## src/rtl/mem_access_unit.sv

```systemverilog
// mem_access_unit: multi-cycle load/store sequencer driving a RAM over the MOV/MOC handshake.
// Optional build macro MAU_BIG_ENDIAN_EN selects big-endian byte-lane mapping (default little-endian).
`default_nettype none

module mem_access_unit #(
  parameter int ADDR_W  = 32,
  parameter int DATA_W  = 32,
  parameter int TIMEOUT = 15
) (
  input  logic              Clk,
  input  logic              Reset,
  input  logic              req,
  input  logic              R_W,
  input  logic [1:0]        size,
  input  logic              sgn,
  input  logic [ADDR_W-1:0] addr,
  input  logic [DATA_W-1:0] wdata,
  output logic              busy,
  output logic              done,
  output logic              err,
  output logic [1:0]        err_code,
  output logic [DATA_W-1:0] rdata,
  output logic [ADDR_W-1:0] mem_addr,
  output logic [DATA_W-1:0] mem_wdata,
  output logic [3:0]        mem_be,
  output logic              mem_rw,
  output logic              MOV,
  input  logic              Moc,
  input  logic [DATA_W-1:0] mem_rdata
);

  typedef enum logic [2:0] {
    S_IDLE   = 3'd0,
    S_SETUP  = 3'd1,
    S_ACCESS = 3'd2,
    S_DONE   = 3'd3,
    S_ERROR  = 3'd4
  } state_t;

  localparam logic [7:0] TO_CNT = 8'(TIMEOUT);

  state_t              state_q, state_d;
  logic                rw_q, rw_d;
  logic [1:0]          size_q, size_d;
  logic                sgn_q, sgn_d;
  logic [ADDR_W-1:0]   addr_q, addr_d;
  logic [DATA_W-1:0]   wdata_q, wdata_d;
  logic [7:0]          cnt_q, cnt_d;
  logic [DATA_W-1:0]   rdata_q, rdata_d;
  logic [1:0]          err_code_q, err_code_d;

  logic [3:0]          be;
  logic [1:0]          lane;
  logic [DATA_W-1:0]   rd_shift;
  logic [DATA_W-1:0]   load_val;
  logic [1:0]          chk_code;

  // lane = index of the lowest enabled byte lane; both data shifts key off it
  always_comb begin
    be   = 4'b1111;
    lane = 2'd0;
    case (size_q)
`ifdef MAU_BIG_ENDIAN_EN
      2'b00: begin be = 4'b1000 >> addr_q[1:0]; lane = 2'd3 - addr_q[1:0]; end
      2'b01: begin be = 4'b1100 >> addr_q[1:0]; lane = 2'd2 - addr_q[1:0]; end
`else
      2'b00: begin be = 4'b0001 << addr_q[1:0]; lane = addr_q[1:0]; end
      2'b01: begin be = 4'b0011 << addr_q[1:0]; lane = addr_q[1:0]; end
`endif
      default: begin be = 4'b1111; lane = 2'd0; end
    endcase
  end

  always_comb begin
    rd_shift = mem_rdata >> {lane, 3'b000};
    case (size_q)
      2'b00:   load_val = {{(DATA_W-8){sgn_q & rd_shift[7]}}, rd_shift[7:0]};
      2'b01:   load_val = {{(DATA_W-16){sgn_q & rd_shift[15]}}, rd_shift[15:0]};
      default: load_val = rd_shift;
    endcase
  end

  always_comb begin
    chk_code = 2'b00;
    if (size == 2'b11)                           chk_code = 2'b11;
    else if (size == 2'b01 && addr[0])           chk_code = 2'b01;
    else if (size == 2'b10 && addr[1:0] != 2'b00) chk_code = 2'b01;
  end

  always_comb begin
    state_d    = state_q;
    rw_d       = rw_q;
    size_d     = size_q;
    sgn_d      = sgn_q;
    addr_d     = addr_q;
    wdata_d    = wdata_q;
    cnt_d      = cnt_q;
    rdata_d    = rdata_q;
    err_code_d = err_code_q;
    case (state_q)
      S_IDLE: begin
        if (req) begin
          rw_d       = R_W;
          size_d     = size;
          sgn_d      = sgn;
          addr_d     = addr;
          wdata_d    = wdata;
          err_code_d = chk_code;
          state_d    = (chk_code != 2'b00) ? S_ERROR : S_SETUP;
        end
      end
      S_SETUP: begin
        cnt_d   = 8'd0;
        state_d = S_ACCESS;
      end
      S_ACCESS: begin
        if (Moc) begin
          if (rw_q) rdata_d = load_val;
          state_d = S_DONE;
        end else begin
          cnt_d = cnt_q + 8'd1;
          if (cnt_q + 8'd1 == TO_CNT) begin
            err_code_d = 2'b10;
            state_d    = S_ERROR;
          end
        end
      end
      S_DONE:  state_d = S_IDLE;
      S_ERROR: state_d = S_IDLE;
      default: state_d = S_IDLE;
    endcase
  end

  always_ff @(posedge Clk or posedge Reset) begin
    if (Reset) begin
      state_q    <= S_IDLE;
      rw_q       <= 1'b0;
      size_q     <= 2'b00;
      sgn_q      <= 1'b0;
      addr_q     <= '0;
      wdata_q    <= '0;
      cnt_q      <= 8'd0;
      rdata_q    <= '0;
      err_code_q <= 2'b00;
    end else begin
      state_q    <= state_d;
      rw_q       <= rw_d;
      size_q     <= size_d;
      sgn_q      <= sgn_d;
      addr_q     <= addr_d;
      wdata_q    <= wdata_d;
      cnt_q      <= cnt_d;
      rdata_q    <= rdata_d;
      err_code_q <= err_code_d;
    end
  end

  // state decodes keep MOV/busy/mem_be combinational so async reset drops them at once
  assign busy      = (state_q != S_IDLE);
  assign MOV       = (state_q == S_ACCESS);
  assign done      = (state_q == S_DONE);
  assign err       = (state_q == S_ERROR);
  assign mem_be    = (state_q == S_SETUP || state_q == S_ACCESS) ? be : 4'b0000;
  assign mem_rw    = rw_q;
  assign mem_addr  = {addr_q[ADDR_W-1:2], 2'b00};
  assign mem_wdata = wdata_q << {lane, 3'b000};
  assign rdata     = rdata_q;
  assign err_code  = err_code_q;

endmodule

`default_nettype wire
```

## config.mk

```make
export PLATFORM = sky130hd
export DESIGN_NAME = mem_access_unit
export DESIGN_NICKNAME = d
export VERILOG_FILES = /design/src/rtl/mem_access_unit.sv
export SDC_FILE = /design/constraint.sdc
export NUM_CORES = 1
export LEC_CHECK = 0
export CAP_MARGIN = 10
export CELL_PAD_IN_SITES_DETAIL_PLACEMENT = 0
export CELL_PAD_IN_SITES_GLOBAL_PLACEMENT = 1
export CORE_MARGIN = 2
export CORE_UTILIZATION = 31
export DETAILED_ROUTE_END_ITERATION = 16
export PLACE_DENSITY = 0.84
export SETUP_SLACK_MARGIN = 0.1
export SLEW_MARGIN = 20
export SYNTH_ARGS = -nofsm -noshare
export SYNTH_HDL_FRONTEND = slang
export SYNTH_SLANG_ARGS = --single-unit
```

## constraint.sdc

```tcl
create_clock -name Clk -period 3.4 [get_ports Clk]
set_input_delay 0.68 -clock Clk [delete_from_list [all_inputs] [get_ports Clk]]
set_output_delay 0.68 -clock Clk [all_outputs]
set_load 0.05 [all_outputs]
```

==> metrics.csv <==
metric,value,unit
Post-synth EDFFs,0,
die area,0.0199,mm²
Hold Path Class,reg -> reg,
Avg WL per Cell,17.3,µm
Multi-input gate area,0.00258,mm²
ys flop type,dfrtp_1,
mapped cell area,0.00583,mm²
fillers,1690,
Max Clock Freq,0.335,GHz
Routed WL,16700,µm
Die Wd,141,µm
CTS clock-pin slew for the worst setup and hold paths,0.05,ns
first-pass GRT wire length,26500,µm
largest net degree at the start of global routing,44,
Final Critical Period,2.99,ns
via count,4712,
#FFs+latches synth,113,
outcome,completed,
drt drc,0,
RSZ-0062 raised after global routing,false,
die height,141,µm
Critical Path Sink Type,output port,
clk buf depth,2,
via/cell ratio,4.88,
Mapped Cells,544,
number of global-route vias before repair,4864,
CTS tree,built,
Area contributors post-synth,"dfrtp_1 49%, mux2_2 16%, buf_4 4.4%, nand2_1 3.7%, nor2_1 3.3%",
share of layout cells above drive strength 1,26.1,%
post-synth cell types,46,
all-layer global routing usage,17.2,%
crit path DAT,2.31,ns
initial antenna violation count,0,
final setup margin,0.412,ns
H-tree levels,4,
Setup TNS,0,ns
core area,0.0186,mm²
# IOs,211,
# setup viols final,0,
First DRT Iteration DRCs,174,
Hold Buf Count CTS,0,
final hold vios,0,
Final HPWL DP,11900,µm
PortBufs,208,
yosys warns,0,
Synth Area per Inst,10.7,µm²
Least-Margin Pin Slew,1.07,ns
ANT nets after route,0,
GRT overflow,0,
Worst setup SP type,flip-flop,
Slew HR,28.7,%
Pre-antenna DRT Iters,5,
Post-synth top cells,"113 x dfrtp_1, 83 x mux2_2, 57 x nand2_1",
# Max-Cap Violations,0,
post-synthesis sequential area ratio,48.5,%
Initial Utilization,31.4,%
Post-layout nets,825,
worst-path maximum fanout,21,
critical path class,reg -> out,
Post-CTS Resized,0,
clk_lat worst skew,0.41,ns
area grow syn2layout,53.0,%
Yosys top cell area share,48.5,%
# Post-CTS Setup Buffers,0,
most common cell in the netlist,dfrtp_1,
max-slew violations,0,
FP Rows,50,
Root Buffer,clkbuf_16,
Final period util,87.9,%
pre-CTS worst setup slack,0.574,ns
antenna cell count,0,
Setup Skew,0.0100,ns
cell taking the most area after synthesis,dfrtp_1,
placer congestion estimate,0.785,
CTS sink cnt,113,
ys async rst share,100,%
CTS buffer count,17,
CP required,2.72,ns
Reg area,0.00283,mm²
final timing paths:
kind / end / cells after the start / start / slack [ns]
worst max-delay path: mem_wdata[16] / 4 / addr_q[0] / 0.41
worst min-delay path: wdata_q[28] / 1 / wdata_q[28] / 0.50
worst max register to register: rdata[30] / 6 / size_q[1] / 0.93
worst min register to register: wdata_q[28] / 1 / wdata_q[28] / 0.50
max in group asynchronous: wdata_q[25] / 3 / Reset / 1.92
min in group asynchronous: addr_q[18] / 2 / Reset / 0.78
registers in the layout, indices dropped and copies added, names as in the netlist:
| register | flops |
|---|---|
| addr_q | 32 |
| state_q | 3 |
| rdata | 32 |
| wdata_q | 32 |
| sgn_q | 1 |
| size_q | 2 |
| err_code | 2 |
| mem_rw | 1 |
| cnt_q | 8 |
metal layers:
metal / vias up / share of wire (%) / track usage [%]
met2: 160 / 49 / 28.7
met1: 2334 / 43 / 21.3
li1: 2206 / - / -
met4: 0 / 0.92 / 4.63
met5: - / 0 / 0
met3: 12 / 7.4 / 6.08
critical path, cell delays in order, from the launching register on:
cell	delay [ns]
dfrtp_1	0.50
o21bai_2	0.89
nand2_1	0.13
o21ai_0	0.19
buf_12	0.19
per-stage QoR:
stage,hold WS [ns],area [µm²],std cells,utilization [%]
2_1_floorplan,0.475,5840,545,-
3_3_place_gp,0.489,8300,934,44.7
3_5_place_dp,0.493,8300,934,44.7
4_1_cts,0.505,8920,966,48.0
5_1_grt,0.520,8920,966,48.0
6_report,0.501,8920,966,48.0
cells by family after synthesis:
logic type	Yosys count	synth area share [%]
and+or+nand+nor	148	11.4
DFF	113	48.5
AOI/OAI and AO/OA	104	11.5
muxes	98	20.1
buffers and inverters	75	7.58
xor gates and xnor gates	3	0.451
adders and majority gates	2	0.429
other	1	0.0643
final cells by class:
| cell class | instances | area share, % |
|---|---|---|
| Tap cell | 234 | 3.28 |
| Clock buffer | 23 | 5.47 |
| Multi-Input combinational cell | 357 | 28.9 |
| Inverter | 9 | 0.421 |
| Sequential cell | 113 | 31.7 |
| Clock inverter | 9 | 1.45 |
| Timing Repair Buffer | 221 | 28.8 |
layout by cell type, fill, tap and decap left out, types with 7 or more instances in the layout:
cell / instances
a22oi_1: 16
clkdlybuf4s50_1: 172
o21ai_0: 32
inv_1: 8
a21oi_2: 10
mux2_2: 83
nor2_1: 50
nand2b_1: 7
nand2_1: 57
clkbuf_16: 17
buf_12: 38
mux4_2: 7
buf_4: 11
mux2i_1: 8
and2_1: 10
a21oi_1: 25
dfrtp_1: 113
Power is not shown: default switching activity piles up to over one toggle a cycle in this logic, so the estimate is an artifact.
